File: config.mk
export PLATFORM = sky130hd
export DESIGN_NAME = uart_rx_ctrl
export DESIGN_NICKNAME = d
export VERILOG_FILES = /design/src/rtl/uart_rx_pkg.sv /design/src/rtl/uart_rx_sampler.sv /design/src/rtl/uart_rx_ctrl.sv
export SDC_FILE = /design/constraint.sdc
export NUM_CORES = 1
export LEC_CHECK = 0
export CORE_MARGIN = 2
export CORE_UTILIZATION = 30
export DETAILED_ROUTE_END_ITERATION = 10
export DONT_BUFFER_PORTS = 1
export PLACE_DENSITY_LB_ADDON = 0.08
export SLEW_MARGIN = 20
export SYNTH_ARGS = -nofsm -noshare
export SYNTH_HDL_FRONTEND = slang
export SYNTH_SLANG_ARGS = --single-unit
export TNS_END_PERCENT = 5
File: constraint.sdc
create_clock -name CLK -period 6.6 [get_ports CLK]
set_input_delay 0.99 -clock CLK [delete_from_list [all_inputs] [get_ports CLK]]
set_output_delay 0.99 -clock CLK [all_outputs]
set_load 0.02 [all_outputs]
File: src/rtl/uart_rx_pkg.sv
// uart_rx_pkg
// Shared definitions for the UART receive path:
//   - rx_state_t : Gray-coded receiver FSM states
//   - MIN_PRESCALE : lowest accepted clocks-per-bit (smaller values are clamped)
//   - EVEN / ODD : PAR_TYP encodings
package uart_rx_pkg;

    typedef enum logic [2:0] {
        IDLE   = 3'b000,
        START  = 3'b001,
        DATA   = 3'b011,
        PARITY = 3'b010,
        STOP   = 3'b110
    } rx_state_t;

    localparam int unsigned MIN_PRESCALE = 8;

    localparam logic EVEN = 1'b0;
    localparam logic ODD  = 1'b1;

endpackage

File: src/rtl/uart_rx_sampler.sv
// uart_rx_sampler
// Bit-timing edge counter and RX_IN sampling for uart_rx_ctrl.
// Optional feature macro: UART_RX_MAJORITY_VOTE_EN
//   defined   : RX_IN captured at edges mid-1, mid, mid+1 and voted 2-of-3
//   undefined : single capture at edge mid
// In both builds the result is presented at edge mid+2.
// Ports:
//   i_clk, i_rst_n  clock, asynchronous active-low reset
//   i_en            advance the edge counter this cycle
//   i_clr           force the edge counter back to 0 (takes priority)
//   i_prescale      latched, clamped clocks per bit
//   i_rx            synchronised serial line
//   o_edge_last     edge counter == prescale-1
//   o_bit_rdy       edge counter == mid+2
//   o_voted_bit     sampled bit value, valid with o_bit_rdy
module uart_rx_sampler #(
    parameter int unsigned PRESCALE_W = 6
) (
    input  logic                  i_clk,
    input  logic                  i_rst_n,
    input  logic                  i_en,
    input  logic                  i_clr,
    input  logic [PRESCALE_W-1:0] i_prescale,
    input  logic                  i_rx,
    output logic                  o_edge_last,
    output logic                  o_bit_rdy,
    output logic                  o_voted_bit
);

    localparam logic [PRESCALE_W-1:0] ONE = PRESCALE_W'(1);
    localparam logic [PRESCALE_W-1:0] TWO = PRESCALE_W'(2);

    logic [PRESCALE_W-1:0] r_edge_cnt;
    logic [PRESCALE_W-1:0] w_mid;

    assign w_mid       = i_prescale >> 1;
    assign o_edge_last = (r_edge_cnt == i_prescale - ONE);
    assign o_bit_rdy   = (r_edge_cnt == w_mid + TWO);

    always_ff @(posedge i_clk or negedge i_rst_n) begin
        if (!i_rst_n) begin
            r_edge_cnt <= '0;
        end else if (i_clr) begin
            r_edge_cnt <= '0;
        end else if (i_en) begin
            if (o_edge_last) r_edge_cnt <= '0;
            else             r_edge_cnt <= r_edge_cnt + ONE;
        end
    end

`ifdef UART_RX_MAJORITY_VOTE_EN
    logic r_s_lo, r_s_mid, r_s_hi;

    always_ff @(posedge i_clk or negedge i_rst_n) begin
        if (!i_rst_n) begin
            r_s_lo  <= 1'b0;
            r_s_mid <= 1'b0;
            r_s_hi  <= 1'b0;
        end else begin
            if (r_edge_cnt == w_mid - ONE) r_s_lo  <= i_rx;
            if (r_edge_cnt == w_mid)       r_s_mid <= i_rx;
            if (r_edge_cnt == w_mid + ONE) r_s_hi  <= i_rx;
        end
    end

    assign o_voted_bit = (r_s_lo & r_s_mid) | (r_s_lo & r_s_hi) | (r_s_mid & r_s_hi);
`else
    logic r_s_mid;

    always_ff @(posedge i_clk or negedge i_rst_n) begin
        if (!i_rst_n)                  r_s_mid <= 1'b0;
        else if (r_edge_cnt == w_mid)  r_s_mid <= i_rx;
    end

    assign o_voted_bit = r_s_mid;
`endif

endmodule

File: src/rtl/uart_rx_ctrl.sv
// uart_rx_ctrl
// UART receive controller: start detection, data/parity/stop sequencing,
// error flagging and single-cycle data_valid. Bit timing and sampling live
// in uart_rx_sampler.
// Optional feature macro: UART_RX_MAJORITY_VOTE_EN (see uart_rx_sampler).
// Ports:
//   CLK, RST     oversampling clock, asynchronous active-low reset
//   RX_IN        synchronised serial line, idle high
//   PAR_EN       parity bit present;  PAR_TYP 0 = even, 1 = odd
//   STP_2        two stop bits
//   Prescale     clocks per bit (values below 8 treated as 8)
//   P_DATA       last good frame, LSB received first
//   data_valid   one-cycle pulse when P_DATA updates
//   par_err      one-cycle pulse at frame end on parity mismatch
//   stp_err      one-cycle pulse at frame end when a stop bit sampled 0
//   strt_glitch  one-cycle pulse when the start bit is rejected
//   busy         high outside IDLE
module uart_rx_ctrl
    import uart_rx_pkg::*;
#(
    parameter int unsigned DATA_WIDTH = 8,
    parameter int unsigned PRESCALE_W = 6
) (
    input  logic                  CLK,
    input  logic                  RST,
    input  logic                  RX_IN,
    input  logic                  PAR_EN,
    input  logic                  PAR_TYP,
    input  logic                  STP_2,
    input  logic [PRESCALE_W-1:0] Prescale,
    output logic [DATA_WIDTH-1:0] P_DATA,
    output logic                  data_valid,
    output logic                  par_err,
    output logic                  stp_err,
    output logic                  strt_glitch,
    output logic                  busy
);

    localparam int unsigned BCW = $clog2(DATA_WIDTH);

    rx_state_t             r_state;
    logic [PRESCALE_W-1:0] r_presc;
    logic                  r_par_en;
    logic                  r_par_typ;
    logic                  r_stp2;
    logic                  r_stop_cnt;
    logic [BCW-1:0]        r_bit_cnt;
    logic [DATA_WIDTH-1:0] r_shift;
    logic                  r_par_flag;
    logic                  r_stp_flag;

    logic                  w_detect;
    logic                  w_edge_last;
    logic                  w_bit_rdy;
    logic                  w_voted;
    logic                  w_last_stop;
    logic                  w_glitch;
    logic                  w_frame_end;
    logic [PRESCALE_W-1:0] w_presc_clamped;

    assign w_presc_clamped = (Prescale < PRESCALE_W'(MIN_PRESCALE)) ?
                             PRESCALE_W'(MIN_PRESCALE) : Prescale;

    assign w_detect    = (r_state == IDLE) && !RX_IN;
    assign w_last_stop = !r_stp2 || r_stop_cnt;
    assign w_glitch    = (r_state == START) && w_bit_rdy && w_voted;
    assign w_frame_end = (r_state == STOP) && w_bit_rdy && w_last_stop;

    // The edge counter is cleared on the deciding cycle of a glitch or frame
    // end so it already reads 0 if the very next cycle detects a start bit.
    uart_rx_sampler #(
        .PRESCALE_W (PRESCALE_W)
    ) u_sampler (
        .i_clk       (CLK),
        .i_rst_n     (RST),
        .i_en        ((r_state != IDLE) || w_detect),
        .i_clr       (w_glitch || w_frame_end),
        .i_prescale  (r_presc),
        .i_rx        (RX_IN),
        .o_edge_last (w_edge_last),
        .o_bit_rdy   (w_bit_rdy),
        .o_voted_bit (w_voted)
    );

    always_ff @(posedge CLK or negedge RST) begin
        if (!RST) begin
            r_state     <= IDLE;
            r_presc     <= PRESCALE_W'(MIN_PRESCALE);
            r_par_en    <= 1'b0;
            r_par_typ   <= EVEN;
            r_stp2      <= 1'b0;
            r_stop_cnt  <= 1'b0;
            r_bit_cnt   <= '0;
            r_shift     <= '0;
            r_par_flag  <= 1'b0;
            r_stp_flag  <= 1'b0;
            P_DATA      <= '0;
            data_valid  <= 1'b0;
            par_err     <= 1'b0;
            stp_err     <= 1'b0;
            strt_glitch <= 1'b0;
            busy        <= 1'b0;
        end else begin
            data_valid  <= 1'b0;
            par_err     <= 1'b0;
            stp_err     <= 1'b0;
            strt_glitch <= 1'b0;
            case (r_state)
                IDLE: begin
                    if (w_detect) begin
                        r_state    <= START;
                        busy       <= 1'b1;
                        r_presc    <= w_presc_clamped;
                        r_par_en   <= PAR_EN;
                        r_par_typ  <= PAR_TYP;
                        r_stp2     <= STP_2;
                        r_stop_cnt <= 1'b0;
                        r_bit_cnt  <= '0;
                        r_par_flag <= 1'b0;
                        r_stp_flag <= 1'b0;
                    end
                end
                START: begin
                    if (w_glitch) begin
                        strt_glitch <= 1'b1;
                        busy        <= 1'b0;
                        r_state     <= IDLE;
                    end else if (w_edge_last) begin
                        r_state   <= DATA;
                        r_bit_cnt <= '0;
                    end
                end
                DATA: begin
                    if (w_bit_rdy) r_shift <= {w_voted, r_shift[DATA_WIDTH-1:1]};
                    if (w_edge_last) begin
                        if (r_bit_cnt == BCW'(DATA_WIDTH - 1))
                            r_state <= r_par_en ? PARITY : STOP;
                        else
                            r_bit_cnt <= r_bit_cnt + 1'b1;
                    end
                end
                PARITY: begin
                    if (w_bit_rdy && (w_voted != ((^r_shift) ^ (r_par_typ == ODD))))
                        r_par_flag <= 1'b1;
                    if (w_edge_last) r_state <= STOP;
                end
                STOP: begin
                    if (w_frame_end) begin
                        r_state <= IDLE;
                        busy    <= 1'b0;
                        par_err <= r_par_flag;
                        stp_err <= r_stp_flag | !w_voted;
                        if (!r_par_flag && !r_stp_flag && w_voted) begin
                            P_DATA     <= r_shift;
                            data_valid <= 1'b1;
                        end
                    end else begin
                        if (w_bit_rdy && !w_voted) r_stp_flag <= 1'b1;
                        if (w_edge_last)           r_stop_cnt <= 1'b1;
                    end
                end
                default: begin
                    r_state <= IDLE;
                    busy    <= 1'b0;
                end
            endcase
        end
    end

endmodule

==> results of run 1 <==
placed cells by master (no fill, tap or decap), types with 5 or more instances in the layout:
cell type	n
nor3_1	7
ha_1	7
xnor2_1	17
a21oi_1	9
o21ai_0	6
clkbuf_8	5
inv_1	7
nand3_1	12
mux2_2	22
dfrtp_1	45
nor2_1	15
xor2_1	11
nand2_1	13
flip-flops by register name, summed over array words and instances, names as in the netlist:
name                   count
P_DATA                     8
busy                       1
data_valid                 1
par_err                    1
r_bit_cnt                  3
r_par_en                   1
r_par_flag                 1
r_par_typ                  1
r_presc                    6
r_shift                    8
r_state                    3
r_stop_cnt                 1
r_stp2                     1
r_stp_flag                 1
stp_err                    1
strt_glitch                1
u_sampler.o_voted_bit      1
u_sampler.r_edge_cnt       6
metrics by stage:
stage	setup WS (ns)	hold WS (ns)
floorplan	4.189	0.4312
global placement	3.929	0.4750
CTS	3.882	0.3540
finish	3.907	0.3640
detailed placement	3.891	0.4792
global route	3.694	0.3376
cells in the mapped netlist, types with 2 or more instances:
master	instances	area share
xor2_1	11	0.038
nor3b_1	4	0.012
nor2b_1	4	0.0099
o41ai_1	2	0.0069
buf_2	3	0.0059
and3_1	3	0.0074
a31oi_1	2	0.0049
nor3_1	7	0.014
dfrtp_1	45	0.44
a2111oi_0	2	0.0069
xnor2_1	17	0.059
and4b_1	2	0.0079
nand2b_1	3	0.0074
a22o_1	4	0.014
nor2_1	15	0.022
buf_6	3	0.013
nand4_1	4	0.0099
o21ai_0	6	0.012
a211oi_1	3	0.0089
mux2_2	22	0.098
and2_1	2	0.0049
clkbuf_1	4	0.0059
nand3_1	12	0.024
or3_1	2	0.0049
a21oi_1	9	0.018
nand2_1	13	0.019
inv_1	7	0.010
ha_1	7	0.034
power by group through the flow:
stage                       logic (W)  registers [W]  clock network (W)
final                     0.000000669       0.000282           0.000183
after global routing      0.000000777       0.000282           0.000204
after CTS                 0.000000678       0.000282           0.000192
after detailed placement  0.000000672       0.000287                  0
after global placement    0.000000655       0.000287                  0
after floorplan           0.000000568       0.000287                  0
routing by layer:
metal / track usage / vias to the layer above / share of wire
met4: 0.04643 / 0 / 0.014
li1: - / 839 / -
met3: 0.03054 / 8 / 0.034
met1: 0.2022 / 844 / 0.54
met2: 0.1869 / 25 / 0.41
met5: 0 / - / 0
worst max path at each step:
stage	startpoint	end	slack [ns]	cells after the start
floorplan	r_presc[3]$_DFFE_PN1P_	P_DATA[0]$_DFFE_PN0P_	4.19	8
global placement	r_presc[3]$_DFFE_PN1P_	P_DATA[6]$_DFFE_PN0P_	3.93	7
detailed placement	r_presc[3]$_DFFE_PN1P_	P_DATA[6]$_DFFE_PN0P_	3.89	7
CTS	r_presc[3]$_DFFE_PN1P_	P_DATA[1]$_DFFE_PN0P_	3.88	7
global route	r_presc[3]$_DFFE_PN1P_	P_DATA[1]$_DFFE_PN0P_	3.69	7
finish	r_presc[3]$_DFFE_PN1P_	P_DATA[1]$_DFFE_PN0P_	3.91	7
final cells by class:
| type | instances | share of cell area |
|---|---|---|
| inverters | 8 | 0.01119 |
| multi-input cells | 173 | 0.4769 |
| clock buffers | 5 | 0.02564 |
| clock inverters | 3 | 0.007925 |
| flip-flops and latches | 46 | 0.4294 |
| well taps | 105 | 0.04895 |
cell families after synthesis:
kind of cell    after synthesis  synth area share
mux                          22           0.09759
flops                        46            0.4539
compound gates               38            0.1050
xor+xnor                     28           0.09660
buf+inv                      20           0.04189
simple gates                 78            0.1705
fa+ha+maj                     7           0.03450
worst register-to-register path: stages, from the launching register on:
cell and delay [ns]:
dfstp_2 0.61, ha_1 0.24, nor3b_1 0.18, o21ai_0 0.13, a32oi_2 0.25, nand2_2 0.16
nor4_4 0.62, mux2_2 0.41
==> run_results.csv, run 1 <==
group,metric,value,unit
synthesis,synth_warnings,0,
final_layout,multiInputGateArea,1280,sq um
timing,post-route-period-util,0.4081,
worst_setup_path,r2r-end,"P_DATA[1]$_DFFE_PN0P_",
worst_setup_path,worstPathCellList,"ha_1 -> nor3b_1 -> o21ai_0 -> a32oi_2 -> nand2_2 -> nor4_4 -> mux2_2",
timing,hold_viol_final,0,
cts,cts-hold-fix-buffers,0,
worst_setup_path,crit_arrival,2.90,ns
worst_setup_path,rr_worst_depth,7,
place,place.port_buffers,0,
power,sequentialPowerShare,0.606,
worst_setup_path,rr_startpoint,"r_presc[3]$_DFFE_PN1P_",
drt,vias,1716,
synthesis,avgSynthCellArea,10.62,sq um
worst_setup_path,crit_required,6.80,ns
cts,cts_setup_buffers,0,
run_status,status,"complete, no violations",
cts,cts-root-buf,"clkbuf_8",
worst_setup_path,cpPeakStageDelay,0.62,ns
floorplanning,rows,33,
timing,finClkSkew,0.002517,ns
worst_setup_path,cp.buffers_inverters,0,
place,placedCellCount,332,
worst_setup_path,cp_slowest_cell,"nor4_4",
drt,first_pass_iters,4,
power,fin_total_pwr,0.0004650,W
drt,via_per_inst,5.047,
timing,slew_viol_final,0,
power,p_int,0.0003567,W
final_layout,design_area,2684,sq um
power,power.switching,0.0001084,W
cts,clk_latency,0.31,ns
timing,setup_viol,0,
floorplanning,initial_core_util,0.3090,
synthesis,synth_top_flop_cell,"dfrtp_1",
synthesis,yosysUniqueCellTypes,49,
floorplanning,coreArea,8217,sq um
final_layout,final_core_util,0.3266,
power,power.leakage,1.130,nW
power,power_density,173.3,nW/um^2
final_layout,syn2layout_area_growth,5.717,%
power,comb_power_share,0.001,
worst_setup_path,worstSetupEndpointType,"flip-flop",
final_layout,drive_above_1_share,0.1574,
final_layout,fin_nets,253,
synthesis,ys_seq_area_frac,0.4539,
drt,antenna_left,0,
global_routing,grt_pass1_vias,1696,
cts,cts_resized,0,
cts,clock_path_buffers,2,
timing,period_needed,2.693,ns
final_layout,num-fill-cells,827,
synthesis,syn_area,2539,sq um
flow_run,cap_violations,0,
final_layout,insertedDiodeCount,0,
timing,worstMarginPinSlew,0.6569,ns
global_routing,grt_pass1_wl,9.411,mm
cts,numCtsBuffers,5,
synthesis,async_flop_share,1.000,
worst_setup_path,crit_path_start_kind,"flip-flop",
floorplanning,die_width,95.99,um
power,peakVddDrop,65.89,uV
floorplanning,die_h,95.99,um
synthesis,synth_seq_cells,46,
min_path,hold_class,"primary input to asynchronous set/reset pin",
timing,slew_headroom,0.5597,
cts,cts.sinks,46,
cts,htree_levels,2,
global_routing,grt_max_degree,47,
final_layout,register_area,1152,sq um
synthesis,synth_enable_flop_cells,0,
place,gp_congestion,0.7636,
timing,setup-tns-final,0,ns
timing,rsz0062_at_grt,"no",
place,dp_hpwl,3.895,mm
power,power_switching_share,0.2331,
floorplanning,boundaryPins,25,
drt,wl,5.591,mm
cts,cts_tree,"built",
floorplanning,die_area,9214,sq um
worst_setup_path,critical-path-top-delay-family,"simple AND/OR/NAND/NOR gates",
global_routing,grt_util_all_layers,0.1345,
synthesis,netlist_instances,239,
final_layout,final_cells,340,
drt,drt_iter0_drc,124,
place,placed_area,2594,sq um
worst_setup_path,rrSetupSlack,3.91,ns
timing,fmaxAchievable,371.3,MHz
drt,drc_errors,0,
worst_setup_path,crit_path_max_fanout,8,
worst_setup_path,critical_path_class,"flip-flop to flip-flop",
cts,clkTransAtPathRegs,0.09,ns
global_routing,antenna_found_initial,0,
global_routing,gr-total-overflow,0,
drt,wire_per_inst,16.44,um
synthesis,syn-num-nets,258,
power,power.clock.fraction,0.393,
Power figures use the tool's default switching activity.
==> run 2: changes to the inputs <==
Clock period 6.6 ns to 2.7 ns, I/O delays scaled along.
==> run 2 against run 1 <==
  * Sequential power grew 140%
  * Die area did not move
  * Cell count increased by 1.5%
  * Design area up 3.0%
==> run_results.csv, run 2 (synthesis results as in run 1) <==
group,metric,value,unit
worst_setup_path,crit_arrival,2.70,ns
worst_setup_path,critical_path_class,"flip-flop to flip-flop",
floorplanning,die_area,9214,sq um
final_layout,syn2layout_area_growth,8.871,%
cts,cts_setup_buffers,0,
floorplanning,rows,33,
cts,cts.sinks,46,
flow_run,cap_violations,0,
global_routing,antenna_found_initial,0,
timing,setup_viol,0,
timing,worstMarginPinSlew,0.6698,ns
run_status,status,"complete, no violations",
drt,first_pass_iters,4,
final_layout,num-fill-cells,825,
drt,drc_errors,0,
worst_setup_path,crit_path_max_fanout,8,
cts,clk_latency,0.30,ns
power,power_density,446.4,nW/um^2
cts,numCtsBuffers,5,
timing,period_needed,2.508,ns
final_layout,drive_above_1_share,0.1667,
place,gp_congestion,0.7392,
final_layout,layout.cells.most_common,"dfrtp_1",
place,place.port_buffers,0,
worst_setup_path,worstSetupEndpointType,"flip-flop",
timing,post-route-period-util,0.9287,
timing,setup_ws,0.1925,ns
power,power.leakage,1.169,nW
floorplanning,initial_core_util,0.3090,
cts,cts_resized,0,
final_layout,design_area,2764,sq um
timing,hold_viol_final,0,
global_routing,grt_util_all_layers,0.1292,
final_layout,final_cell_mix,"45 x dfrtp_1, 22 x mux2_2, 17 x xnor2_1",
timing,finClkSkew,0.006288,ns
timing,setup-tns-final,0,ns
drt,wl,5.598,mm
cts,clock_path_buffers,2,
cts,cts_tree,"built",
final_layout,reg_top3,"P_DATA x8, r_shift x8",
drt,drt_iter0_drc,77,
floorplanning,boundaryPins,25,
drt,wire_per_inst,16.23,um
timing,fmaxAchievable,398.8,MHz
cts,cts-root-buf,"clkbuf_8",
global_routing,grt_pass1_wl,9.101,mm
worst_setup_path,crit_path_start_kind,"flip-flop",
drt,vias,1754,
floorplanning,coreArea,8217,sq um
place,dp_hpwl,3.957,mm
place,placed_area,2616,sq um
drt,antenna_left,0,
timing,holdWs,0.2327,ns
global_routing,gr-total-overflow,0,
timing,slew_headroom,0.5524,
power,peakVddDrop,204.4,uV
final_layout,fin_nets,258,
place,dp_worst_setup_slack,0.2048,ns
drt,via_per_inst,5.084,
global_routing,grt_max_degree,47,
cts,clkTransAtPathRegs,0.09,ns
worst_setup_path,cpPeakStageDelay,0.61,ns
min_path,hold_class,"primary input to flip-flop",
final_layout,insertedDiodeCount,0,
worst_setup_path,crit_required,2.90,ns
timing,slew_viol_final,0,
floorplanning,die_width,95.99,um
cts,htree_levels,2,
floorplanning,die_h,95.99,um
global_routing,grt_pass1_vias,1722,
worst_setup_path,cp_slowest_cell,"dfstp_2",
worst_setup_path,worstPathCellList,"ha_1 -> nor3b_1 -> o21ai_0 -> a32oi_2 -> nand2_2 -> nor4_4 -> buf_4 -> mux2_2",
timing,rsz0062_at_grt,"no",
[run 2: layout make-up]
| cell class | count | area [sq um] | area share |
|---|---|---|---|
| tap | 105 | 131.4 | 0.04753 |
| clock inverter | 2 | 37.54 | 0.01358 |
| inverter | 8 | 30.03 | 0.01086 |
| multi-input combinational | 173 | 1280 | 0.4631 |
| timing repair buffer | 5 | 60.06 | 0.02173 |
| sequential | 46 | 1152 | 0.4169 |
| clock buffer | 6 | 72.57 | 0.02626 |
[run 2: path summary, 6_finish.rpt]
check / startpoint / endpoint / slack (ns) / cells past startpoint
setup / recovery: r_presc[3]$_DFFE_PN1P_ / P_DATA[7]$_DFFE_PN0P_ / 0.19 / 8
hold / removal: RX_IN / r_par_flag$_DFFE_PN0P_ / 0.23 / 2
setup reg to reg: r_presc[3]$_DFFE_PN1P_ / P_DATA[7]$_DFFE_PN0P_ / 0.19 / 8
hold reg to reg: r_stp_flag$_DFFE_PN0P_ / data_valid$_DFF_PN0_ / 0.49 / 1
max in group asynchronous: RST / r_presc[3]$_DFFE_PN1P_ / 1.80 / 2
min in group asynchronous: RST / P_DATA[0]$_DFFE_PN0P_ / 0.61 / 2
[run 2: critical path, delay by kind of cell (launching register included)]
family                     cells  cell delay, ns
and+or+nand+nor                3            0.61
DFF                            1            0.61
AOI/OAI and AO/OA              2            0.38
muxes                          1            0.34
buffers and inverters          1            0.21
adders and majority gates      1            0.24
[run 2: metrics by stage]
step                      std cells  total power, W  utilization
after global placement          335       0.0007037       0.3184
after detailed placement        335       0.0007038       0.3184
after global routing            345        0.001296       0.3364
after CTS                       345        0.001261       0.3364
final                           345        0.001234       0.3364
after floorplan                 239       0.0007036            -
[run 2: layer usage]
layer	part of all wire	wire, um	global-route usage	vias up
li1	-	-	-	848
met1	0.51	2862	0.1873	877
met4	0.012	67	0.03571	0
met5	0	0	0	-
met3	0.030	168	0.02741	6
met2	0.45	2500	0.1939	23
[run 2: what timing repair did]
action	CTS	global route
hold buffers	2	0
hold endpoints to repair	46	0
endpoints found under the setup margin	0	0
[run 2: where the power goes]
| part | leakage [nW] | internal (W) | switching, W |
|---|---|---|---|
| sequential | 0.583 | 0.000688 | 0 |
| combinational | 0.535 | 0.00000586 | 0.0000154 |
| clock | 0.0514 | 0.000277 | 0.000248 |
| total | 1.17 | 0.000971 | 0.000263 |
==> patch (settings of run 2) <==
The parameter `DATA_WIDTH` goes from 8 to 4.
--- a/src/rtl/uart_rx_ctrl.sv
+++ b/src/rtl/uart_rx_ctrl.sv
@@ -20,3 +20,3 @@
 #(
-    parameter int unsigned DATA_WIDTH = 8,
+    parameter int unsigned DATA_WIDTH = 4,
     parameter int unsigned PRESCALE_W = 6
Ports: changed (resized P_DATA); port bits go from 25 to 21. No check against the original RTL was run, so the function may have changed too.
==> patch against run 2 <==
  * Routed wire length fell by 19%
  * Synthesized area fell by 19%
  * Synthesized cell count fell by 9.6%
  * Sequential cell count fell by 9
  * Cell count fell by 13%
  * Worst setup slack improved by 0.11 ns
  * Critical path type unchanged
  * Sequential share of layout area fell by 1.2 points
  * Design area fell by 17%
Power is not compared: it rests on default switching activity, and its combinational part moved more than twofold at a synthesized area within 25%.
==> patch: results <==
outcome:
  status: "complete, no violations"
synthesis:
  synth.area.top_cells: "dfrtp_1, xnor2_1, nand2_1, mux2_2, o21ai_0"
  synth_cell_types: 43
  synthTopCellsByCount: "dfrtp_1, nand2_1, nor2_1, xnor2_1, o21ai_0"
  syn-num-nets: 234
  ys_seq_area_share_pct: 44.8
global_routing:
  track_usage_pct: 13.6
  grt_first_pass_wirelength_mm: 8.03
  first_global_vias: 1557
  grt_max_degree: 38
layout:
  drive_above_1_share_pct: 12.8
  fillCellCount: 672
  largestRegisters: "r_presc (6), u_sampler.r_edge_cnt (6)"
  nets: 236
worst_setup_path:
  crit_path_max_fanout: 9
  r2r_setup_slack_ns: 0.30
  worstRegToRegCells: 7
  slowest_delay_ns: 0.59
  endpoint: "P_DATA[3]$_DFFE_PN0P_"
placement:
  hpwlAfterDp_mm: 3.36
detailed_routing:
  routed_via_density: 5.01
  wl_mm: 4.55
  drt_iter0_drc: 136
sta:
  clock-skew-final_ns: 0.00846
  period_minus_slack_ns: 2.40
  slew_headroom_pct: 60.6
## patch: cell types whose count changed after synthesis, sizes merged, moves of 5 or more
| cell | before | now |
|---|---|---|
| nand2 | 14 | 33 |
| mux2 | 22 | 9 |
| o21ai | 6 | 16 |
| dfrtp | 45 | 36 |
| xor2 | 11 | 6 |
## patch: layout make-up
type                       instances  share of cell area [%]
multi-input combinational        161                    46.7
timing repair buffer               4                    1.97
clock buffer                       5                    3.00
tap                               80                    4.37
inverter                           9                    1.47
clock inverter                     3                    2.02
sequential                        37                    40.5
## patch: metrics by stage
step	instance area (µm²)	util, %	cells	hold slack (ns)	total power [mW]
floorplan	2070	-	216	0.109	1.86
detailed placement	2150	31.9	289	0.111	2.07
global placement	2150	31.9	289	0.111	2.04
finish	2290	34.1	299	0.206	2.56
CTS	2290	34.1	299	0.204	2.59
global route	2290	34.1	299	0.209	2.78
## patch: how the worst min path moves through the flow
stage	startpoint	end	slack [ns]	cells after the start
floorplan	RST	P_DATA[0]$_DFFE_PN0P_	0.11	0
global placement	RST	u_sampler.r_edge_cnt[2]$_DFFE_PN0P_	0.11	0
detailed placement	RST	u_sampler.r_edge_cnt[1]$_DFFE_PN0P_	0.11	0
CTS	STP_2	r_stp2$_DFFE_PN0P_	0.20	2
global route	Prescale[4]	r_presc[4]$_DFFE_PN0P_	0.21	2
finish	STP_2	r_stp2$_DFFE_PN0P_	0.21	2
## patch: per-layer routing
metal | wire length (µm) | vias to the layer above | global-route usage, %
met4 | 90 | 0 | 4.97
li1 | - | 741 | -
met1 | 2260 | 709 | 19.4
met2 | 1970 | 39 | 20.1
met5 | 0 | - | 0
met3 | 229 | 8 | 3.03
## patch: power groups by stage
| stage | Clock (mW) | Combinational, mW | Sequential, mW |
|---|---|---|---|
| finish | 0.498 | 1.07 | 0.995 |
| global route | 0.534 | 1.21 | 1.04 |
| CTS | 0.509 | 1.08 | 0.998 |
| detailed placement | 0 | 1.06 | 1.01 |
| global placement | 0 | 1.04 | 0.999 |
| floorplan | 0 | 0.990 | 0.866 |
## patch: cells by family after synthesis
group | share of synthesized area (%)
compound gates | 11.7
xor+xnor | 10.5
fa+ha+maj | 3.63
buf+inv | 3.75
flops | 44.8
mux | 4.90
simple gates | 20.6
## patch: worst reg2reg max path: cells and delay by family (launching register included)
family                   cells  cell delay (ns)
AO/OA/AOI/OAI                1             0.18
XOR/XNOR                     1             0.16
adder cells (fa/ha/maj)      1             0.29
buffers and inverters        1             0.09
flip-flops                   1             0.59
multiplexers                 1             0.38
AND/OR/NAND/NOR              2             0.61
## patch: what timing repair did
item                                   CTS  global route
hold buffers                             2             0
gates resized for setup                  0             0
endpoints found under the hold margin   37             0
